`config.mk`:
```
export PLATFORM = sky130hd
export DESIGN_NAME = mc_ctrl_fsm
export DESIGN_NICKNAME = d
export VERILOG_FILES = /design/src/rtl/mc_ctrl_fsm.sv
export SDC_FILE = /design/constraint.sdc
export NUM_CORES = 1
export LEC_CHECK = 0
export CAP_MARGIN = 40
export CORE_MARGIN = 10
export CORE_UTILIZATION = 45
export CTS_BUF_LIST = sky130_fd_sc_hd__clkbuf_16
export DETAILED_ROUTE_END_ITERATION = 10
export DONT_BUFFER_PORTS = 1
export PLACE_DENSITY = 0.68
export SLEW_MARGIN = 20
export SYNTH_ARGS = -nofsm -noshare
export SYNTH_HDL_FRONTEND = slang
export SYNTH_SLANG_ARGS = --single-unit
```
`constraint.sdc`:
```
create_clock -name clk -period 2 [get_ports clk]
set_input_delay 0.4 -clock clk [delete_from_list [all_inputs] [get_ports clk]]
set_output_delay 0.4 -clock clk [all_outputs]
set_load 0.005 [all_outputs]
```
`src/rtl/mc_ctrl_fsm.sv`:
```
// ----------------------------------------------------------------------------
// mc_ctrl_fsm -- multicycle MIPS control FSM
//
// Decodes IR op/funct and steps each instruction through IF/ID/EX/MEM/WB,
// driving datapath enables, mux selects and the 4-bit ALU control. The state
// register is the only storage; every output is combinational in state, op,
// funct, z and mem_ready.
//
// Ports
//   clk, rst          clock (rising edge), synchronous active-high reset
//   op, funct         IR[31:26], IR[5:0]
//   z                 ALU zero flag, consumed by beq/bne in EX
//   mem_ready         unified memory finishes the access this cycle
//   mem_req/mem_write memory request / store qualifier
//   i_or_d            memory address select (0 PC, 1 ALUOut)
//   ir_write          load IR
//   pc_write, pc_src  load PC and its source (ALU, ALUOut, jump tgt, rs)
//   reg_write         register-file write enable
//   reg_dst           write register select (rt, rd, link_reg)
//   mem_to_reg        write data select (ALUOut, MDR, PC)
//   alu_src_a/_b      ALU operand selects
//   aluc              ALU operation code
//   link_reg          register number written by jal
//   state             current state (IF=0 ID=1 EX=2 MEM=3 WB=4)
//   retire            pulses in the last cycle of each instruction
//   illegal           pulses in ID on an undecoded op/funct
// ----------------------------------------------------------------------------
module mc_ctrl_fsm #(
   parameter logic [4:0] LINK_REG      = 5'd31,
   parameter bit         UNSIGNED_ALUC = 1'b0
) (
   input  logic       clk,
   input  logic       rst,
   input  logic [5:0] op,
   input  logic [5:0] funct,
   input  logic       z,
   input  logic       mem_ready,
   output logic       mem_req,
   output logic       mem_write,
   output logic       i_or_d,
   output logic       ir_write,
   output logic       pc_write,
   output logic [1:0] pc_src,
   output logic       reg_write,
   output logic [1:0] reg_dst,
   output logic [1:0] mem_to_reg,
   output logic [1:0] alu_src_a,
   output logic [2:0] alu_src_b,
   output logic [3:0] aluc,
   output logic [4:0] link_reg,
   output logic [2:0] state,
   output logic       retire,
   output logic       illegal
);

   // states
   localparam logic [2:0] S_IF  = 3'd0;
   localparam logic [2:0] S_ID  = 3'd1;
   localparam logic [2:0] S_EX  = 3'd2;
   localparam logic [2:0] S_MEM = 3'd3;
   localparam logic [2:0] S_WB  = 3'd4;

   // opcodes
   localparam logic [5:0] OP_R     = 6'b000000;
   localparam logic [5:0] OP_J     = 6'b000010;
   localparam logic [5:0] OP_JAL   = 6'b000011;
   localparam logic [5:0] OP_BEQ   = 6'b000100;
   localparam logic [5:0] OP_BNE   = 6'b000101;
   localparam logic [5:0] OP_ADDI  = 6'b001000;
   localparam logic [5:0] OP_ADDIU = 6'b001001;
   localparam logic [5:0] OP_ANDI  = 6'b001100;
   localparam logic [5:0] OP_ORI   = 6'b001101;
   localparam logic [5:0] OP_XORI  = 6'b001110;
   localparam logic [5:0] OP_LUI   = 6'b001111;
   localparam logic [5:0] OP_LW    = 6'b100011;
   localparam logic [5:0] OP_SW    = 6'b101011;

   // R-type funct codes
   localparam logic [5:0] F_SLL  = 6'b000000;
   localparam logic [5:0] F_SRL  = 6'b000010;
   localparam logic [5:0] F_SRA  = 6'b000011;
   localparam logic [5:0] F_SLLV = 6'b000100;
   localparam logic [5:0] F_SRLV = 6'b000110;
   localparam logic [5:0] F_SRAV = 6'b000111;
   localparam logic [5:0] F_JR   = 6'b001000;
   localparam logic [5:0] F_ADD  = 6'b100000;
   localparam logic [5:0] F_ADDU = 6'b100001;
   localparam logic [5:0] F_SUB  = 6'b100010;
   localparam logic [5:0] F_SUBU = 6'b100011;
   localparam logic [5:0] F_AND  = 6'b100100;
   localparam logic [5:0] F_OR   = 6'b100101;
   localparam logic [5:0] F_XOR  = 6'b100110;

   // ALU codes
   localparam logic [3:0] ALU_ADD = 4'b0000;
   localparam logic [3:0] ALU_SUB = 4'b0100;
   localparam logic [3:0] ALU_AND = 4'b0001;
   localparam logic [3:0] ALU_OR  = 4'b0101;
   localparam logic [3:0] ALU_XOR = 4'b0010;
   localparam logic [3:0] ALU_SLL = 4'b0011;
   localparam logic [3:0] ALU_SRL = 4'b0111;
   localparam logic [3:0] ALU_SRA = 4'b1111;
   localparam logic [3:0] ALU_LUI = 4'b0110;
   // Unsigned aliases the ALU treats identically to add/sub
   localparam logic [3:0] ALU_ADDU = UNSIGNED_ALUC ? 4'b1000 : ALU_ADD;
   localparam logic [3:0] ALU_SUBU = UNSIGNED_ALUC ? 4'b1100 : ALU_SUB;

   // operand selects
   localparam logic [1:0] A_PC    = 2'b00;
   localparam logic [1:0] A_RS    = 2'b01;
   localparam logic [1:0] A_SHAMT = 2'b10;
   localparam logic [2:0] B_RT    = 3'b000;
   localparam logic [2:0] B_FOUR  = 3'b001;
   localparam logic [2:0] B_SEXT  = 3'b010;
   localparam logic [2:0] B_SEXT2 = 3'b011;
   localparam logic [2:0] B_ZEXT  = 3'b100;

   logic [2:0] state_q, state_d;

   // ------------------------------------------------------------------
   // Instruction class decode
   // ------------------------------------------------------------------
   logic is_rtype, r_alu, r_shamt, is_jr, is_j, is_jal;
   logic is_beq, is_bne, is_lw, is_sw, i_alu, i_zext, legal;
   logic [3:0] alu_op;

   always_comb begin
      is_rtype = (op == OP_R);
      r_alu    = 1'b0;
      r_shamt  = 1'b0;
      if (is_rtype) begin
         case (funct)
            F_ADD, F_ADDU, F_SUB, F_SUBU, F_AND, F_OR, F_XOR,
            F_SLLV, F_SRLV, F_SRAV: r_alu = 1'b1;
            F_SLL, F_SRL, F_SRA: begin
               r_alu   = 1'b1;
               r_shamt = 1'b1;
            end
            default: r_alu = 1'b0;
         endcase
      end
      is_jr  = is_rtype && (funct == F_JR);
      is_j   = (op == OP_J);
      is_jal = (op == OP_JAL);
      is_beq = (op == OP_BEQ);
      is_bne = (op == OP_BNE);
      is_lw  = (op == OP_LW);
      is_sw  = (op == OP_SW);
      i_zext = (op == OP_ANDI) || (op == OP_ORI) || (op == OP_XORI) || (op == OP_LUI);
      i_alu  = i_zext || (op == OP_ADDI) || (op == OP_ADDIU);
      legal  = r_alu || is_jr || is_j || is_jal || is_beq || is_bne ||
               i_alu || is_lw || is_sw;
   end

   // ALU operation for the EX step of ALU-class instructions
   always_comb begin
      alu_op = ALU_ADD;
      if (is_rtype) begin
         case (funct)
            F_ADDU:         alu_op = ALU_ADDU;
            F_SUB:          alu_op = ALU_SUB;
            F_SUBU:         alu_op = ALU_SUBU;
            F_AND:          alu_op = ALU_AND;
            F_OR:           alu_op = ALU_OR;
            F_XOR:          alu_op = ALU_XOR;
            F_SLL, F_SLLV:  alu_op = ALU_SLL;
            F_SRL, F_SRLV:  alu_op = ALU_SRL;
            F_SRA, F_SRAV:  alu_op = ALU_SRA;
            default:        alu_op = ALU_ADD;
         endcase
      end else begin
         case (op)
            OP_ADDIU: alu_op = ALU_ADDU;
            OP_ANDI:  alu_op = ALU_AND;
            OP_ORI:   alu_op = ALU_OR;
            OP_XORI:  alu_op = ALU_XOR;
            OP_LUI:   alu_op = ALU_LUI;
            default:  alu_op = ALU_ADD;
         endcase
      end
   end

   // ------------------------------------------------------------------
   // Next state and outputs
   // ------------------------------------------------------------------
   always_comb begin
      state_d    = state_q;
      mem_req    = 1'b0;
      mem_write  = 1'b0;
      i_or_d     = 1'b0;
      ir_write   = 1'b0;
      pc_write   = 1'b0;
      pc_src     = 2'b00;
      reg_write  = 1'b0;
      reg_dst    = 2'b00;
      mem_to_reg = 2'b00;
      alu_src_a  = A_PC;
      alu_src_b  = B_RT;
      aluc       = ALU_ADD;
      retire     = 1'b0;
      illegal    = 1'b0;

      // In reset everything stays at its default so an aborted
      // instruction cannot commit anything in that cycle.
      if (!rst) begin
         case (state_q)
            S_IF: begin
               mem_req   = 1'b1;
               alu_src_b = B_FOUR;
               if (mem_ready) begin
                  ir_write = 1'b1;
                  pc_write = 1'b1;
                  state_d  = S_ID;
               end
            end

            S_ID: begin
               // Branch target computed speculatively into ALUOut.
               alu_src_b = B_SEXT2;
               state_d   = S_EX;
               if (is_j || is_jal) begin
                  pc_write = 1'b1;
                  pc_src   = 2'b10;
                  retire   = 1'b1;
                  state_d  = S_IF;
                  if (is_jal) begin
                     // PC already holds PC+4, i.e. the return address.
                     reg_write  = 1'b1;
                     reg_dst    = 2'b10;
                     mem_to_reg = 2'b10;
                  end
               end else if (is_jr) begin
                  pc_write = 1'b1;
                  pc_src   = 2'b11;
                  retire   = 1'b1;
                  state_d  = S_IF;
               end else if (!legal) begin
                  illegal = 1'b1;
                  state_d = S_IF;
               end
            end

            S_EX: begin
               state_d = S_IF;
               if (r_alu) begin
                  alu_src_a = r_shamt ? A_SHAMT : A_RS;
                  alu_src_b = B_RT;
                  aluc      = alu_op;
                  state_d   = S_WB;
               end else if (i_alu) begin
                  alu_src_a = A_RS;
                  alu_src_b = i_zext ? B_ZEXT : B_SEXT;
                  aluc      = alu_op;
                  state_d   = S_WB;
               end else if (is_lw || is_sw) begin
                  alu_src_a = A_RS;
                  alu_src_b = B_SEXT;
                  state_d   = S_MEM;
               end else if (is_beq || is_bne) begin
                  alu_src_a = A_RS;
                  alu_src_b = B_RT;
                  aluc      = ALU_SUB;
                  pc_write  = is_beq ? z : ~z;
                  pc_src    = 2'b01;
                  retire    = 1'b1;
               end
            end

            S_MEM: begin
               mem_req   = 1'b1;
               i_or_d    = 1'b1;
               mem_write = is_sw;
               if (mem_ready) begin
                  if (is_sw) begin
                     retire  = 1'b1;
                     state_d = S_IF;
                  end else begin
                     state_d = S_WB;
                  end
               end
            end

            S_WB: begin
               reg_write  = 1'b1;
               reg_dst    = is_rtype ? 2'b01 : 2'b00;
               mem_to_reg = is_lw ? 2'b01 : 2'b00;
               retire     = 1'b1;
               state_d    = S_IF;
            end

            default: state_d = S_IF;
         endcase
      end
   end

   always_ff @(posedge clk) begin
      if (rst) state_q <= S_IF;
      else     state_q <= state_d;
   end

   assign state    = state_q;
   assign link_reg = LINK_REG;

endmodule
```
Word level (Yosys, flattened, before mapping). Cells that the tools add are included.

Register bits after elaboration: 3. Latch bits: 0. RAM bits: 0. ROM bits: 0. Input bits: 16. Word-level logic and storage cells: 147. Memories: 0.

Add/subtract/negate cells: 0. Multipliers: 0. Divide/modulo/power cells: 0. Order comparisons: 0. Eq/ne operators: 31. Shifts and indexed selects: 0. Multiplexer cells: 86. Bitwise logic cells: 1. Reduce and logical (&&, ||, !) cells: 28.

Operators with widths (number): $eq 6x6->1 const B (9); $mux 1 (44); $eq 6x4->1 const B (7); $mux 3 (11); $mux 2 (16); $eq 6x3->1 const B (5); $pmux 4 s7 (1); $eq 6x2->1 const B (4); $pmux 3 s4 (2); $mux 4 (5); $logic_or 1x1->1 (16); $reduce_or 13->1 (1); $logic_not 6->1 (2); $pmux 2 s2 (3); $reduce_or 2->1 (5); $pmux 3 s3 (1); $eq 3x2->1 const B (2); $ne 2x2->1 const B (2); $pmux 1 s4 (1); $eq 3x1->1 const B (1); $eq 3x3->1 const B (1); $logic_not 3->1 (1); $pmux 1 s3 (1); $reduce_or 3->1 (1); other kinds (4) (4).

Longest topological paths before layout. Gate-level depths: netlist (run 1).

Word-level depth: 17. Mapped depth: 6. Mapped depth without buffers: 5.

Worst setup path after synthesis (run 1). Ideal clock, no wire load.

Path kind: input to output. From: in op[0]. To: out aluc[0]. Data arrival time: 1569 ps. Required time: 1600 ps. Slack: 31 ps. Cell stages on the path: 6. Path buffers: 1. Cells stage by stage: buf_6 > nor4_4 > nand3_2 > o21ai_2 > nand2_2 > a2111oi_2.

Longest elaborated chain between the ends: 10.

RTL lines: from (decl) (line 34) `input logic [5:0] op,`; parallel branches: the longest is 7 deep, another holds $eq 6x4->1; $mux 4 * (line 245) `if (r_alu) begin`; $mux 4 * (line 206) `case (state_q)`; $mux 4 * (line 205) `if (!rst) begin`; to (decl) (line 49) `output logic [3:0] aluc,`.

Every way passes the cells marked *.

Final worst setup path (run 1).
From: reg state_q[0] (netlist: state[0]). To: out mem_to_reg[0].

Longest elaborated chain between the ends: 3.

RTL lines: from (decl) (line 118) `logic [2:0] state_q, state_d;`; from (signal assigned) (line 298) `else state_q <= state_d;`; $eq 3x3->1 or $eq 3x1->1 (tied branches) (line 206); $pmux 2 s2 * (line 206); $mux 2 * (line 205); to (decl) (line 46) `output logic [1:0] mem_to_reg,`.

Every way passes the cells marked *; elsewhere a longest branch is shown, timed or not.

==> impl_metrics.toml, run 1 <==
[layout]
largest_reg_flops = 3
antenna_cells = 0
drive_above_1_share_pct = 20.7
syn_to_final_growth_pct = 16.2
multi_input_area_um2 = 622
area.sequential_um2 = 60.1
fin_util_pct = 56.4
nets = 138
fill_cells = 146

[clocking]
h-tree-depth = 1
cts_tree = "built"
path_clk_slew_ns = 0.03
insertion_delay_ns = 0.22
cts_buffers = 3
hold_buffers = 0
cts_root_buf = "clkbuf_16"
cts.sinks = 3
clk_path_buf_depth = 2

[floorplan]
die_w_um = 60.5
rows = 14
die_h_um = 60.5
coreArea_um2 = 1520
num_io_pins = 47
initial_core_util_pct = 48.5
die_area_um2 = 3660

[routing]
ant_nets = 0
wl_met1_um = 964
routed-wl-met3_um = 260
first_pass_iters = 4
vias = 828
vias_per_cell = 6.04
first_iter_violations = 27
top_layer = "met4"
wl_met2_um = 1160
routed_wl_um = 2410
wire_per_inst_um = 17.6
drc = 0

[sta]
period_needed_ns = 1.93
setup_viol = 0
hold_viol = 0
setup-tns-final_ns = 0
clock_skew_ns = 0.000772
slew_viol_final = 0
rsz0062_at_grt = "no"
finalCritPeriodShare_pct = 96.4
fmax_mhz = 519

[global_routing]
grt_pass1_wl_um = 3830
gr-total-overflow = 0
antenna_found_initial = 0
grt_pass1_vias = 823
grt_util_all_layers_pct = 13.1
grt_max_degree = 12

[power_and_ir_drop]
swShare_pct = 22.3
pwr_density_cell_nw_per_um2 = 529
clock_power_share_pct = 69.0
p_seq_share_pct = 14.6
power_leakage_nw = 0.318
switching_power_mw = 0.101
p_int_mw = 0.353
comb_power_share_pct = 16.4
p_total_mw = 0.454
ir_worst_vdd_mv = 0.363

[flow_run]
maxCapViolations = 0

[worst_hold_path]
worstHoldPathType = "input port to flop"

[worst_setup_path]
cp.arrival_ns = 1.53
path_max_fanout = 9
required_ns = 1.60
crit_family = "simple AND/OR/NAND/NOR gates"
crit_chain = "or4b_1 > nor3_2"
crit_buf_inv = 0
setup.worst_path.start_class = "flop"
end_kind = "primary output"
critical-path-max-stage-delay_ns = 0.65
worstSetupPathType = "flop to primary output"
cp_slowest_cell = "or4b_1"

[synthesis]
ys_warn_count = 0
netlist.area_leader.share_pct = 8.12
ys_top_cells_by_area = "dfxtp_1 8.1%, nor2_1 8.1%, nand2_1 7.1%, buf_4 6.1%, a21oi_1 5.4%"
yosysUniqueCellTypes = 45
synth_cells = 117
synthFlopType = "dfxtp_1"
synth_area_um2 = 739
synth_top_area_cell = "dfxtp_1"
synth_edf_count = 0
synth-seq-area-share_pct = 8.12
async_flop_share_pct = 0
synth_area_per_cell_um2 = 6.32
ys_ff_latch = 3

[placement]
hpwl_um = 1990
port_buffers = 0
globalplace.congestion = 0.822

[run_status]
status = "completed"
-- cells by family after synthesis --
family,Yosys count,share of synthesized area (%)
DFF,3,8.12
other,1,0.507
AOI/OAI and AO/OA,26,23.7
and+or+nand+nor,68,50.3
muxes,2,2.88
buffers and inverters,16,13.4
xor gates and xnor gates,1,1.18
-- synth_stat cells, types with 2 or more instances --
| cell type | instances |
|---|---|
| a31oi_1 | 2 |
| and3_1 | 2 |
| and2_1 | 2 |
| nand2b_1 | 4 |
| nor2_1 | 16 |
| nand3_1 | 5 |
| buf_4 | 6 |
| o211ai_1 | 3 |
| buf_6 | 2 |
| inv_1 | 3 |
| a21oi_1 | 8 |
| nand2_1 | 14 |
| o21ai_0 | 3 |
| dfxtp_1 | 3 |
| clkbuf_1 | 4 |
| nor4_1 | 3 |
| nor2b_1 | 4 |
| nor3b_1 | 2 |
| nor3_1 | 4 |
| o22ai_1 | 2 |
-- metrics by stage --
step	hold slack (ns)	worst slack [ns]	area (um2)	instances
floorplan	0.566	0.0314	754	121
global placement	0.580	0.107	739	131
detailed placement	0.575	0.0501	739	131
CTS	0.354	0.0268	823	135
global route	0.365	0.000639	860	137
finish	0.358	0.0729	860	137
-- placed cells by master (no fill, tap or decap), drive strengths merged, types with 3 or more instances in the layout --
cell type  instances
and3               3
inv                4
o211ai             3
buf                9
nand2b             4
o21ai              4
nand2             15
clkbuf             3
dfxtp              3
nand3              6
nor2b              4
nor4               4
a21oi              8
nor2              17
conb               5
nor3               4
-- power groups by stage --
| stage | clock network, mW | logic, mW | registers [mW] |
|---|---|---|---|
| after floorplan | 0 | 0.0780 | 0.0642 |
| after global placement | 0 | 0.0707 | 0.0668 |
| after detailed placement | 0 | 0.0714 | 0.0669 |
| after CTS | 0.319 | 0.0718 | 0.0661 |
| after global routing | 0.324 | 0.0839 | 0.0665 |
| final | 0.314 | 0.0745 | 0.0662 |
-- timing repair --
| action | in CTS | in global routing |
|---|---|---|
| setup buffers | 0 | 2 |
| pin swaps | 0 | 3 |
| endpoints found under the setup margin | 1 | 3 |
| endpoints found under the hold margin | 0 | 0 |
| resized for setup | 1 | 3 |
-- worst paths after layout --
kind,start,to,slack [ns],depth (start not counted)
max,state[0]$_SDFFE_PP0P_,mem_to_reg[0],0.07,2
min,mem_ready,state[2]$_SDFFE_PP0P_,0.36,2
max reg2reg,state[2]$_SDFFE_PP0P_,state[1]$_SDFFE_PP0P_,0.81,4
min reg2reg,state[2]$_SDFFE_PP0P_,state[0]$_SDFFE_PP0P_,0.66,3
-- cell type report --
type | instances | area share [%]
Multi-Input combinational cell | 102 | 72.3
Clock buffer | 3 | 8.73
Timing Repair Buffer | 9 | 7.86
Sequential cell | 3 | 6.99
Tap cell | 16 | 2.33
Inverter | 3 | 1.31
Clock inverter | 1 | 0.437
-- metal layers --
| metal | vias up | global-route usage, % |
|---|---|---|
| li1 | 414 | - |
| met1 | 375 | 14.9 |
| met2 | 36 | 21.3 |
| met3 | 3 | 5.22 |
| met4 | 0 | 5.33 |
| met5 | - | 0 |
Note: power is estimated with default switching activity, not from simulation.
==> run 2: changes to the inputs <==
--- a/config.mk
+++ b/config.mk
@@ -12,6 +12,7 @@
 export DETAILED_ROUTE_END_ITERATION = 10
 export DONT_BUFFER_PORTS = 1
 export PLACE_DENSITY = 0.68
+export SETUP_SLACK_MARGIN = 0.2
 export SLEW_MARGIN = 20
 export SYNTH_ARGS = -nofsm -noshare
 export SYNTH_HDL_FRONTEND = slang
==> constraint.sdc (replaced) <==
create_clock -name clk -period 2 [get_ports clk]
set_input_delay 0.4 -clock clk [delete_from_list [all_inputs] [get_ports clk]]
set_output_delay 0.4 -clock clk [all_outputs]
set_load 0.1 [all_outputs]
==> run 2 against run 1 <==
Against the previous run: the flow now stops in 4_1_cts; synthesized cell count unchanged; synthesized area unchanged.
==> impl_metrics.toml, run 2 <==
[synthesis]
synthFlopType = "dfxtp_1"
synth_commonest_cells = "16 x nor2_1, 14 x nand2_1, 8 x a21oi_1"
ys_warn_count = 0
synth_area_per_cell_um2 = 6.32
synth_top_family_by_area = "simple AND/OR/NAND/NOR gates"
synthXorXnorAreaFrac_pct = 1.18
synth_cells = 117
synth_top_area_cell = "dfxtp_1"
synth-seq-area-share_pct = 8.12
synth.area.mux_share_pct = 2.88
ys_top_cells_by_area = "dfxtp_1 8.1%, nor2_1 8.1%, nand2_1 7.1%, buf_4 6.1%, a21oi_1 5.4%"
synthAdderAreaFrac_pct = 0
netlist.area_leader.share_pct = 8.12
ys_ff_latch = 3
synth_compound_area_share_pct = 23.7
synth_area_um2 = 739
yosysUniqueCellTypes = 45
synth_edf_count = 0
yosysMostFrequentCell = "nor2_1"
async_flop_share_pct = 0
yosys.area_share.simple_pct = 50.3

[placement]
dp_worst_setup_slack_ns = -0.159
hpwl_um = 3390
globalplace.congestion = 0.889
port_buffers = 0

[clocking]
h-tree-depth = 1
cts.sinks = 3
clk_path_buf_depth = 2
cts_buffers = 3
cts_root_buf = "clkbuf_16"

[floorplan]
num_io_pins = 47
rows = 14
die_w_um = 60.5
die_h_um = 60.5
initial_core_util_pct = 48.5

[run_status]
error = "[ERROR DPL-0038] Utilization greater than 100%, impossible to legalize"
status = "did not finish"
flow.stopped_at = "4_1_cts"
run 2: metrics by stage:
stage,utilization [%],cells,instance area (um2)
2_1_floorplan,-,121,1000
3_3_place_gp,97.6,164,1490
3_5_place_dp,97.6,164,1490
run 2: kinds of logic after synthesis:
kind of cell           after synthesis
AND/OR/NAND/NOR                     68
AO/OA/AOI/OAI                       26
buffers and inverters               16
flip-flops                           3
multiplexers                         2
XOR/XNOR                             1
other                                1
==> run 3: changes to the inputs <==
==> config.mk (replaced) <==
export PLATFORM = sky130hd
export DESIGN_NAME = mc_ctrl_fsm
export DESIGN_NICKNAME = d
export VERILOG_FILES = /design/src/rtl/mc_ctrl_fsm.sv
export SDC_FILE = /design/constraint.sdc
export NUM_CORES = 1
export LEC_CHECK = 0
export CAP_MARGIN = 40
export CORE_AREA = 10 10 71 73
export DETAILED_ROUTE_END_ITERATION = 10
export DIE_AREA = 0 0 81 83
export DONT_BUFFER_PORTS = 1
export PLACE_DENSITY_LB_ADDON = 0.15
export SLEW_MARGIN = 20
export SYNTH_ARGS = -nofsm -noshare
export SYNTH_HDL_FRONTEND = slang
export SYNTH_SLANG_ARGS = --single-unit
==> run 3 against run 2 <==
Against the previous run: the flow now finishes, with violations (negative setup slack).
==> impl_metrics.toml, run 3 (synthesis gave the netlist of run 1 again) <==
[sta]
hold_ws_ns = 0.366
fmax_mhz = 479
setup-tns-final_ns = -0.163
setup_slack_ns = -0.0869
setup_viol = 4
clock_skew_ns = 0.00259
slew_viol_final = 0
hold_viol = 0
finalCritPeriodShare_pct = 104
period_needed_ns = 2.09
rsz0062_at_grt = "yes"

[layout]
drive_above_1_share_pct = 62.0
layout_commonest_cell = "buf_4"
syn_to_final_growth_pct = 132
fin_util_pct = 47.2
nets = 180
antenna_cells = 0
fin_cells = 211
largest_reg_flops = 3
mostFrequentLayoutCells = "27 x buf_4, 19 x buf_12, 13 x nand2_1"

[floorplan]
coreArea_um2 = 3630
initial_core_util_pct = 20.4
rows = 22
num_io_pins = 47
die_w_um = 81
die_h_um = 83
die_area_um2 = 6720

[routing]
first_pass_iters = 5
drc = 0
ant_nets = 0
first_iter_violations = 44
routed_wl_um = 3130
wire_per_inst_um = 14.8
vias_per_cell = 4.78
vias = 1009

[run_status]
violations = "negative setup slack"
status = "finished with violations"

[worst_setup_path]
worst_r2r_startpoint = "state[1]$_SDFFE_PP0P_"
required_ns = 1.60
critPathLaunch = "op[0]"
setup.worst_path.start_class = "input port"
r2r_cells = 5
path_max_fanout = 8
end_kind = "primary output"
worstSetupPathType = "input port to primary output"
cp.arrival_ns = 1.69

[global_routing]
gr-total-overflow = 0
grt_pass1_wl_um = 4870
grt_max_degree = 12
grt_util_all_layers_pct = 8.85
grt_pass1_vias = 1015
antenna_found_initial = 0

[clocking]
clk_path_buf_depth = 2
cts_root_buf = "clkbuf_8"
cts_buffers = 3
cts.sinks = 3
path_clk_slew_ns = 0.03
cts_tree = "built"
h-tree-depth = 1
insertion_delay_ns = 0.22
hold_buffers = 0

[worst_hold_path]
hp-start = "mem_ready"
holdPathStages = 2
worstHoldPathType = "input port to flop"

[placement]
port_buffers = 0
globalplace.congestion = 0.799
dp_cells = 197
hpwl_um = 2580

[power_and_ir_drop]
ir_worst_vdd_mv = 0.139
p_total_mw = 0.498
power_leakage_nw = 0.650
pwr_density_cell_nw_per_um2 = 290

[flow_run]
maxCapViolations = 0
-- run 3: area by class of cell --
type,instances,area [um2]
Multi-Input combinational cell,102,857
Timing Repair Buffer,51,669
Tap cell,48,60.1
Clock buffer,4,45.0
Sequential cell,3,71.3
Inverter,3,11.3
Fill cell,353,1920
-- run 3: metal layers --
metal / routed length, um / GRT usage (%) / share of wire [%]
met1: 1170 / 9.05 / 37
met2: 1600 / 15.4 / 51
met3: 357 / 3.66 / 11
met4: 0 / 3.29 / 0
met5: 0 / 0 / 0
-- run 3: worst paths after layout --
path,to,slack [ns]
setup / recovery,alu_src_a[0],-0.09
hold / removal,state[2]$_SDFFE_PP0P_,0.37
setup reg to reg,state[1]$_SDFFE_PP0P_,0.76
hold reg to reg,state[2]$_SDFFE_PP0P_,0.57
-- run 3: timing repair --
item                       in CTS  in global routing
setup endpoints to repair      10                 15
setup buffers                   4                  6
pin swaps                       4                  6
resized for setup               4                 13
-- run 3: critical path, stage by stage --
cell,delay (ns)
nor4_4,0.29
nand3_2,0.16
or4_4,0.46
and3_4,0.21
buf_12,0.16
-- run 3: power breakdown --
group / switching, mW / leakage [nW] / internal, mW
clock network: 0.0440 / 0.0228 / 0.136
logic: 0.171 / 0.601 / 0.0830
registers: 0.00433 / 0.0267 / 0.0592
-- run 3: metrics by stage --
stage / cell area (um2) / setup WS, ns
floorplan: 980 / -0.901
global placement: 1530 / -0.140
detailed placement: 1530 / -0.186
CTS: 1620 / -0.0990
global route: 1710 / -0.144
finish: 1710 / -0.0869
